File: src/rtl/fetch_pkg.sv
// Shared types and constants for the instruction prefetch queue.
// Optional feature macro: PREFETCH_PERF_EN (drop counter).
package fetch_pkg;

    typedef enum logic [1:0] {
        PF_IDLE = 2'd0,
        PF_REQ  = 2'd1,
        PF_DROP = 2'd2
    } pf_state_t;

    localparam logic [31:0] NOP_INSTR        = 32'h0;
    localparam logic [31:0] DEFAULT_RESET_PC = 32'h0;

endpackage

File: src/rtl/fetch_prefetch_queue_fifo.sv
// Circular buffer of {PC, instruction} pairs; flush beats push and pop.
// Storage is not reset; only pointers and count are.
module prefetch_fifo #(
    parameter int W     = 64,
    parameter int DEPTH = 4,
    localparam int AW   = $clog2(DEPTH),
    localparam int CW   = AW + 1
) (
    input  logic          Clk,
    input  logic          Rst,
    input  logic          push,
    input  logic          pop,
    input  logic          flush,
    input  logic [W-1:0]  wdata,
    output logic [CW-1:0] count,
    output logic [W-1:0]  head
);

    logic [W-1:0]  mem [DEPTH];
    logic [AW-1:0] wr_ptr;
    logic [AW-1:0] rd_ptr;

    always_ff @(posedge Clk) begin
        if (push && !flush) begin
            mem[wr_ptr] <= wdata;
        end
    end

    // Power-of-two depth: pointer overflow is the modulo wrap.
    always_ff @(posedge Clk or posedge Rst) begin
        if (Rst) begin
            wr_ptr <= '0;
            rd_ptr <= '0;
            count  <= '0;
        end else if (flush) begin
            wr_ptr <= '0;
            rd_ptr <= '0;
            count  <= '0;
        end else begin
            if (push) wr_ptr <= wr_ptr + AW'(1);
            if (pop)  rd_ptr <= rd_ptr + AW'(1);
            count <= count + CW'(push) - CW'(pop);
        end
    end

    assign head = mem[rd_ptr];

endmodule

File: src/rtl/fetch_prefetch_queue.sv
// Instruction prefetch queue: one-outstanding fetch FSM feeding a small FIFO.
// Define PREFETCH_PERF_EN to add the saturating DropCount output.
module fetch_prefetch_queue
    import fetch_pkg::*;
#(
    parameter int            DW       = 32,
    parameter int            DEPTH    = 4,
    parameter logic [DW-1:0] RESET_PC = DW'(DEFAULT_RESET_PC)
) (
    input  logic          Clk,
    input  logic          Rst,
    input  logic          Redirect,
    input  logic [DW-1:0] RedirectPC,
    input  logic          StallF,
    output logic [DW-1:0] InstrF,
    output logic [DW-1:0] PCF,
    output logic          InstrValid,
    output logic          MemReq,
    output logic [DW-1:0] MemAddr,
    input  logic          MemAck,
    input  logic [DW-1:0] MemRData
`ifdef PREFETCH_PERF_EN
    ,
    output logic [15:0]   DropCount
`endif
);

    localparam int CW = $clog2(DEPTH) + 1;

    pf_state_t       state;
    logic [DW-1:0]   fetch_pc;
    logic [DW-1:0]   pc_inc;
    logic [CW-1:0]   count;
    logic [CW-1:0]   next_count;
    logic [2*DW-1:0] head;
    logic            ack;
    logic            push;
    logic            pop;
    logic            room;

    assign ack        = MemReq && MemAck;
    assign InstrValid = (count != '0);
    assign pop        = InstrValid && !StallF && !Redirect;
    assign push       = (state == PF_REQ) && ack && !Redirect;
    assign next_count = count + CW'(push) - CW'(pop);
    assign room       = (next_count < CW'(DEPTH));
    assign pc_inc     = fetch_pc + DW'(1);

    prefetch_fifo #(
        .W     (2 * DW),
        .DEPTH (DEPTH)
    ) u_fifo (
        .Clk   (Clk),
        .Rst   (Rst),
        .push  (push),
        .pop   (pop),
        .flush (Redirect),
        .wdata ({MemAddr, MemRData}),
        .count (count),
        .head  (head)
    );

    assign InstrF = InstrValid ? head[DW-1:0] : DW'(NOP_INSTR);
    assign PCF    = InstrValid ? head[2*DW-1:DW] : '0;

    always_ff @(posedge Clk or posedge Rst) begin
        if (Rst) begin
            state    <= PF_IDLE;
            fetch_pc <= RESET_PC;
            MemReq   <= 1'b0;
            MemAddr  <= RESET_PC;
        end else begin
            unique case (state)
                PF_IDLE: begin
                    if (Redirect) begin
                        fetch_pc <= RedirectPC;
                        MemAddr  <= RedirectPC;
                    end else if (room) begin
                        state   <= PF_REQ;
                        MemReq  <= 1'b1;
                        MemAddr <= fetch_pc;
                    end
                end
                PF_REQ: begin
                    if (Redirect) begin
                        fetch_pc <= RedirectPC;
                        if (ack) begin
                            state   <= PF_IDLE;
                            MemReq  <= 1'b0;
                            MemAddr <= RedirectPC;
                        end else begin
                            state <= PF_DROP;
                        end
                    end else if (ack) begin
                        fetch_pc <= pc_inc;
                        MemAddr  <= pc_inc;
                        if (!room) begin
                            state  <= PF_IDLE;
                            MemReq <= 1'b0;
                        end
                    end
                end
                PF_DROP: begin
                    // The stale address stays on the bus until its ack.
                    if (Redirect) fetch_pc <= RedirectPC;
                    if (ack) begin
                        state   <= PF_IDLE;
                        MemReq  <= 1'b0;
                        MemAddr <= Redirect ? RedirectPC : fetch_pc;
                    end
                end
                default: begin
                    state  <= PF_IDLE;
                    MemReq <= 1'b0;
                end
            endcase
        end
    end

`ifdef PREFETCH_PERF_EN
    logic drop;

    assign drop = ack && ((state == PF_REQ && Redirect) || state == PF_DROP);

    always_ff @(posedge Clk or posedge Rst) begin
        if (Rst) begin
            DropCount <= '0;
        end else if (drop && DropCount != 16'hFFFF) begin
            DropCount <= DropCount + 16'd1;
        end
    end
`endif

endmodule

File: config.mk
export PLATFORM = sky130hd
export DESIGN_NAME = fetch_prefetch_queue
export DESIGN_NICKNAME = d
export VERILOG_FILES = /design/src/rtl/fetch_pkg.sv /design/src/rtl/fetch_prefetch_queue_fifo.sv /design/src/rtl/fetch_prefetch_queue.sv
export SDC_FILE = /design/constraint.sdc
export NUM_CORES = 1
export LEC_CHECK = 0
export ABC_AREA = 0
export CORE_ASPECT_RATIO = 2
export CORE_UTILIZATION = 57
export CTS_CLUSTER_DIAMETER = 60
export DETAILED_ROUTE_END_ITERATION = 12
export GPL_ROUTABILITY_DRIVEN = 0
export GPL_TIMING_DRIVEN = 0
export PLACE_DENSITY = 0.86
export RECOVER_POWER = 50
export SYNTH_ARGS = -nofsm -noshare
export SYNTH_HDL_FRONTEND = slang
export SYNTH_HIERARCHICAL = 1
export SYNTH_SLANG_ARGS = --single-unit
File: constraint.sdc
create_clock -name Clk -period 4.3 [get_ports Clk]
set_clock_uncertainty 0.2 [all_clocks]
set_input_delay 0.645 -clock Clk [delete_from_list [all_inputs] [get_ports Clk]]
set_output_delay 0.645 -clock Clk [all_outputs]
set_load 0.03 [all_outputs]
After elaboration in Yosys (flattened, before gate mapping)
Memories as Yosys holds them, arrays and structs flattened. Index checks and enable logic that the tools add are counted.

Memories kept: 1. Register bits: 74. Output and inout port bits: 98. RAM bits: 256.

Muxes and demuxes: 34. Reduce and logical (&&, ||, !) cells: 19. Equal/unequal tests: 9. Magnitude comparators: 1. Add/subtract/negate cells: 5.

Memory list: u_fifo.mem (words 4, bits a word 64, read ports 1, clocked after memory_dff 0, write ports 1, line fetch_prefetch_queue_fifo.sv:19) `logic [W-1:0] mem [DEPTH];`.

Operator list (number): $mux 32 (10); $pmux 32 s3 (1); $pmux 32 s2 (1); $add 32x1->32 const B (1); $mux 2 (11); $ne 3x3->1 const B (3); $mux 1 (8); $ne 2x2->1 const B (4); $reduce_and 4->1 (2); $logic_and 1x1->1 (6); $pmux 2 s3 (1); $reduce_bool 2->1 (3); $reduce_bool 3->1 (2); $reduce_and 5->1 (1); $add 2x1->2 const B (2); $add 3x1->3 (1); $lt 3x3->1 const B (1); $mux 3 (1); $pmux 1 s3 (1); $sub 3x1->3 (1); $eq 2x1->1 const B (1); $eq 2x2->1 const B (1); $logic_not 1->1 (2); $logic_not 2->1 (1); other kinds (2) (2).

Depth between registers and ports, before layout
Depth after elaboration: 10. Gate-level depth with buffers: 14.

Hierarchy
Netlist, hierarchy kept.

Modules (own cells, without submodules): prefetch_fifo (times used 1, area each 9691.8 um^2, cells each 373, seq. area each 7862.5 um^2); fetch_prefetch_queue (times used 1, area each 5327.6 um^2, cells each 649, seq. area each 1676.6 um^2).

Worst setup path before layout
Ideal clock, no wire load.

Kind: input port to flip-flop. Start: in Redirect. End: reg MemAddr[14]. Stages: 14. Data required time: 3.975 ns. Setup slack: 0.040 ns. Data arrival time: 3.935 ns. Path through: buf_2 -> buf_2 -> buf_1 -> clkbuf_1 -> nor3b_1 -> ha_1 -> inv_1 -> ha_1 -> and3b_1 -> o21a_1 -> o41ai_1 -> nand2_1 -> clkbuf_1 -> mux2_2.

Elaborated cells on any way between the ends: 13. Classes of those cells: 2 x add/sub; 1 x order compare; 1 x eq/ne; 5 x mux; 4 x reduce/logical.

RTL lines: start: declaration (line fetch_prefetch_queue.sv:12) `input logic Redirect,`; $logic_not 1->1 (line fetch_prefetch_queue.sv:43) `assign pop = InstrValid && !StallF && !Redirect;`; $logic_and 1x1->1 (line fetch_prefetch_queue.sv:43); via pop (line fetch_prefetch_queue.sv:38) `logic pop;`; $sub 3x1->3 (line fetch_prefetch_queue.sv:45) `assign next_count = count + CW'(push) - CW'(pop);`; $lt 3x3->1 (line fetch_prefetch_queue.sv:46) `assign room = (next_count < CW'(DEPTH));`; $ne 3x3->1 (no line); $reduce_and 4->1 (no line); end signal: assignment (line fetch_prefetch_queue.sv:77) `MemAddr <= RedirectPC;`; end signal: assignment (line fetch_prefetch_queue.sv:81) `MemAddr <= fetch_pc;`; end signal: assignment (line fetch_prefetch_queue.sv:90) `MemAddr <= RedirectPC;`; end: declaration (line fetch_prefetch_queue.sv:19) `output logic [DW-1:0] MemAddr,`.

The timed path passes the listed nets, and every way through them passes these cells. The select of a mux whose other input is x is not followed. A chain may end at the register's enable or synchronous reset.

Worst setup path after layout
Same ends and word-level chain as after synthesis.

==> results.txt <==
- For this design, the CTS-stage hold fixing added 0 buffers.
- The internal portion of the total power is 7.309 mW.
* Reg2Reg Capture Point: MemAddr[14]
- Area of the core region: 25750 um^2
- Sequential share of power: 37.9%
* Synthesized Nets: 1101
- Headroom to the max-slew limit: -82.33%
* Cell depth of the worst min-delay path: 0
* Gate count of the mapped netlist: 1022
- The worst setup path is captured at a flip-flop.
- Hold timing on the final database bottoms out at a slack of 0.3486 ns.
* Sw frac: 36.99%
- In this run the horizontal extent of the chip is 116.8 um.
* Cell taking the most area after synthesis: edfxtp_1
- After layout, the minimum clock period comes to 4.126 ns.
- Power spread over the standard cell area amounts to 636.5 nW/um^2.
- The worst register-to-register path has a setup slack of 0.33 ns.
- The floorplan step defined a die boundary enclosing 27040 um^2.
- TritonCTS built the clock tree.
- The count of pins over their slew limit was 68.
- Share of the clock period used by the worst path after layout: 95.95%
- After global routing the overflow that remains totals 0.
- Number of buffers between clock root and the deepest sink: 3
- Initial antenna violation count: 4
- After clock tree synthesis, the clock-pin slew on the worst setup and hold paths is 0.07 ns.
- Total length of routed wires: 37730 um
* Post-Synthesis Cell Area: 15020 um^2
- Counting flops with an async set or reset pin after synthesis yields a share of 22.42%.
* Parity-gate share of the synthesized area counting xor and xnor cells: 0.9663%
- Top cells by area in the synthesized netlist: edfxtp_1 51%, dfrtp_1 12%, mux4_2 9.6%
- The analysis attributes to net switching a power of 4.290 mW.
- Leaving out fill and tap cells, the most frequent cell in the layout is edfxtp_1.
* Post-synthesis average cell area: 14.70 um^2
- Number of setup buffers added after CTS: 0
- STA classifies the critical path startpoint as an input port.
* Post-route core utilization: 70.75%
* Share of synthesized area occupied by flip-flops and latches: 63.51%
- Synth top area share: 51.18%
* Final layout net count: 1297
- Cells with a size suffix above 1 make up 16.07% of the layout.
* Failing checks: capacitance limit, slew limit
- Post-detailed-placement half-perimeter wirelength: 26040 um
* Unrepaired setup endpoints after global routing: false
- Number of gates given a new drive strength after cts: 10
- For the worst-skew pair, the clock arrives at the later sink with an insertion delay of 0.54 ns.
- Once the floorplan was initialized, standard cells occupied 58.32% of the core.
- The via count of the first global-routing pass was 10380.
* Maximum VDD drop: 0.4686 mV
- The share of total power dissipated in combinational logic is 39.5%.
- The run finished, with violations left.
* Launch instance of the worst register-to-register path: state[0]
- Standby leakage power: 6.245 nW
- Average wire per standard cell: 23.85 um
- Launch instance of the worst min-delay path: MemAddr[22]
- Derived from the worst setup path, the maximum achievable clock frequency is 242.4 MHz.
- Req. time, crit path: 4.53 ns
* Synth cell types: 70
- The total count of hold-check failures in the final report is 0.
- Number of input and output port buffers inserted: 166
- For this design the top-level I/O count stands at 167.
- In the routed design, unresolved DRC markers number 0.
- Leaving out fill and tap cells, the most frequent cells in the layout are 256 x edfxtp_1, 99 x clkdlybuf4s50_1, 74 x dfrtp_1, 68 x and2_1, 66 x dlygate4sd3_1.
- The pre-antenna-repair detailed-routing pass consisted of 5 iterations.
* Count of flip-flops with a built-in enable after synthesis: 256
- The synthesized netlist devotes 6.956% of its cell area to compound gates.
* Vias per std cell: 6.326
- R2R cell count: 12
- Wire length of the first global-routing pass: 57530 um
- CTS sink cnt: 330
- Worst-path fanout max: 19
- Among all flip-flop cells after synthesis, the most frequent one is edfxtp_1.
- Initial DRC Count: 840
- Total cell area at the placement stage: 17230 um^2
- Final std cell area, no fill: 18220 um^2
- Final setup fails: 0
- Clock tree synthesis inserted a total of 26 buffers.
* Layout area overhead: 21.33%
- Entering global routing, the biggest net connects 68 pins.
* Number of warnings reported in the yosys synthesis log: 6
- CTS root buf: clkbuf_16
- Number of H-tree levels: 1
- Setup TNS: 0 ns
- After Yosys synthesis, and, or, nand and nor cells account for 10.33% of the synthesized area.
- Adder and majority cell fraction of the synthesized area: 0.8830%
* Class of the most critical hold timing path: flip-flop to flip-flop
- The die is 231.6 um tall.
* Worst slew pin tran: 2.732 ns
* Largest family of logic cells by synthesized area: multiplexers
- For the worst setup path, the data arrival time is 4.36 ns.
* End point of the most critical hold path: u_fifo/mem[0][54]
- Max_cap viols: 1
* Gr usage total: 29.21%
- The critical path is of the input port to flip-flop type.
- Multiplexer share of the synthesized area: 13.99%
- Count of state elements after synthesis: 330
- The count of nets left with antenna violations once routing finished came out at 0.
* Routed via count: 10010
- In this run, the clock network consumes 22.6% of the power.
* Number of placement rows: 83
## critical path, stage by stage
cell             delay [ns]
clkdlybuf4s15_2        0.37
buf_2                  0.33
buf_2                  0.37
buf_4                  0.41
nor3b_4                0.13
ha_1                   0.20
inv_1                  0.05
ha_1                   0.21
and3b_1                0.19
o21a_1                 0.22
o41ai_4                0.43
nand2_1                0.14
clkbuf_2               0.29
mux2_2                 0.34
## routing by layer
layer  wire length [um]  GRT usage [%]  up-vias  part of all wire, %
met4               2829          20.85        0                  7.5
met1              12080          31.23     4921                   32
met5                  0              0        -                    0
met2              20170          51.65      562                   53
met3               2649          4.079      189                  7.0
li1                   -              -     4336                    -
## stage by stage
stage / worst slack [ns] / total power [mW] / std cells
floorplan: 0.03983 / 7.220 / 1022
global placement: -2.205 / 8.846 / 1528
detailed placement: -2.324 / 8.990 / 1532
CTS: 0.09835 / 11.62 / 1579
global route: 0.06736 / 12.04 / 1582
finish: 0.1742 / 11.60 / 1582
## cell families after synthesis
logic type / count (synthesis)
and+or+nand+nor: 278
DFF: 330
muxes: 126
AOI/OAI and AO/OA: 163
xor gates and xnor gates: 15
buffers and inverters: 100
adders and majority gates: 10
## cell usage after synthesis, types with 8 or more instances
| cell | number |
|---|---|
| nand4_1 | 17 |
| nand2_1 | 55 |
| mux2i_1 | 31 |
| and2_1 | 72 |
| nand3_1 | 28 |
| edfxtp_1 | 256 |
| nand2b_1 | 10 |
| dfrtp_1 | 74 |
| nor2_1 | 35 |
| a21oi_1 | 32 |
| mux4_2 | 64 |
| a31oi_1 | 15 |
| nor3_1 | 17 |
| clkbuf_1 | 42 |
| mux2_2 | 30 |
| inv_1 | 20 |
| xnor2_1 | 12 |
| buf_2 | 20 |
| buf_4 | 8 |
| ha_1 | 9 |
| o21ai_0 | 53 |
## state kept, by name (all words and copies together), names as in the netlist
signal         count
state              2
MemAddr           32
u_fifo/wr_ptr      2
u_fifo/mem       256
u_fifo/count       3
fetch_pc          32
u_fifo/rd_ptr      2
MemReq             1
## cell type report
cell class | count | area, um^2
flip-flops and latches | 330 | 9539
plain buffers | 77 | 426.7
fillers | 1759 | 7532
diodes | 4 | 10.01
repair buffers | 170 | 1773
well taps | 340 | 425.4
clock inverters | 12 | 195.2
inverters | 21 | 78.83
clock buffers | 36 | 759.5
multi-input cells | 592 | 5015
## power by group through the flow
stage | Clock [mW] | Combinational (mW) | Sequential [mW]
final | 2.62 | 4.58 | 4.39
after global placement | 0 | 4.43 | 4.41
after global routing | 2.77 | 4.84 | 4.43
after detailed placement | 0 | 4.54 | 4.45
after floorplan | 0 | 2.62 | 4.60
after CTS | 2.65 | 4.59 | 4.38
## worst max path at each step
stage | end | depth (start not counted) | startpoint
2_1_floorplan | MemAddr[14] | 14 | Redirect
3_3_place_gp | MemAddr[14] | 15 | Redirect
3_5_place_dp | MemAddr[14] | 15 | Redirect
4_1_cts | MemAddr[14] | 12 | u_fifo/count[1]
5_1_grt | MemAddr[22] | 14 | Redirect
6_report | MemAddr[14] | 14 | Redirect
(Power assumes the default switching activity.)
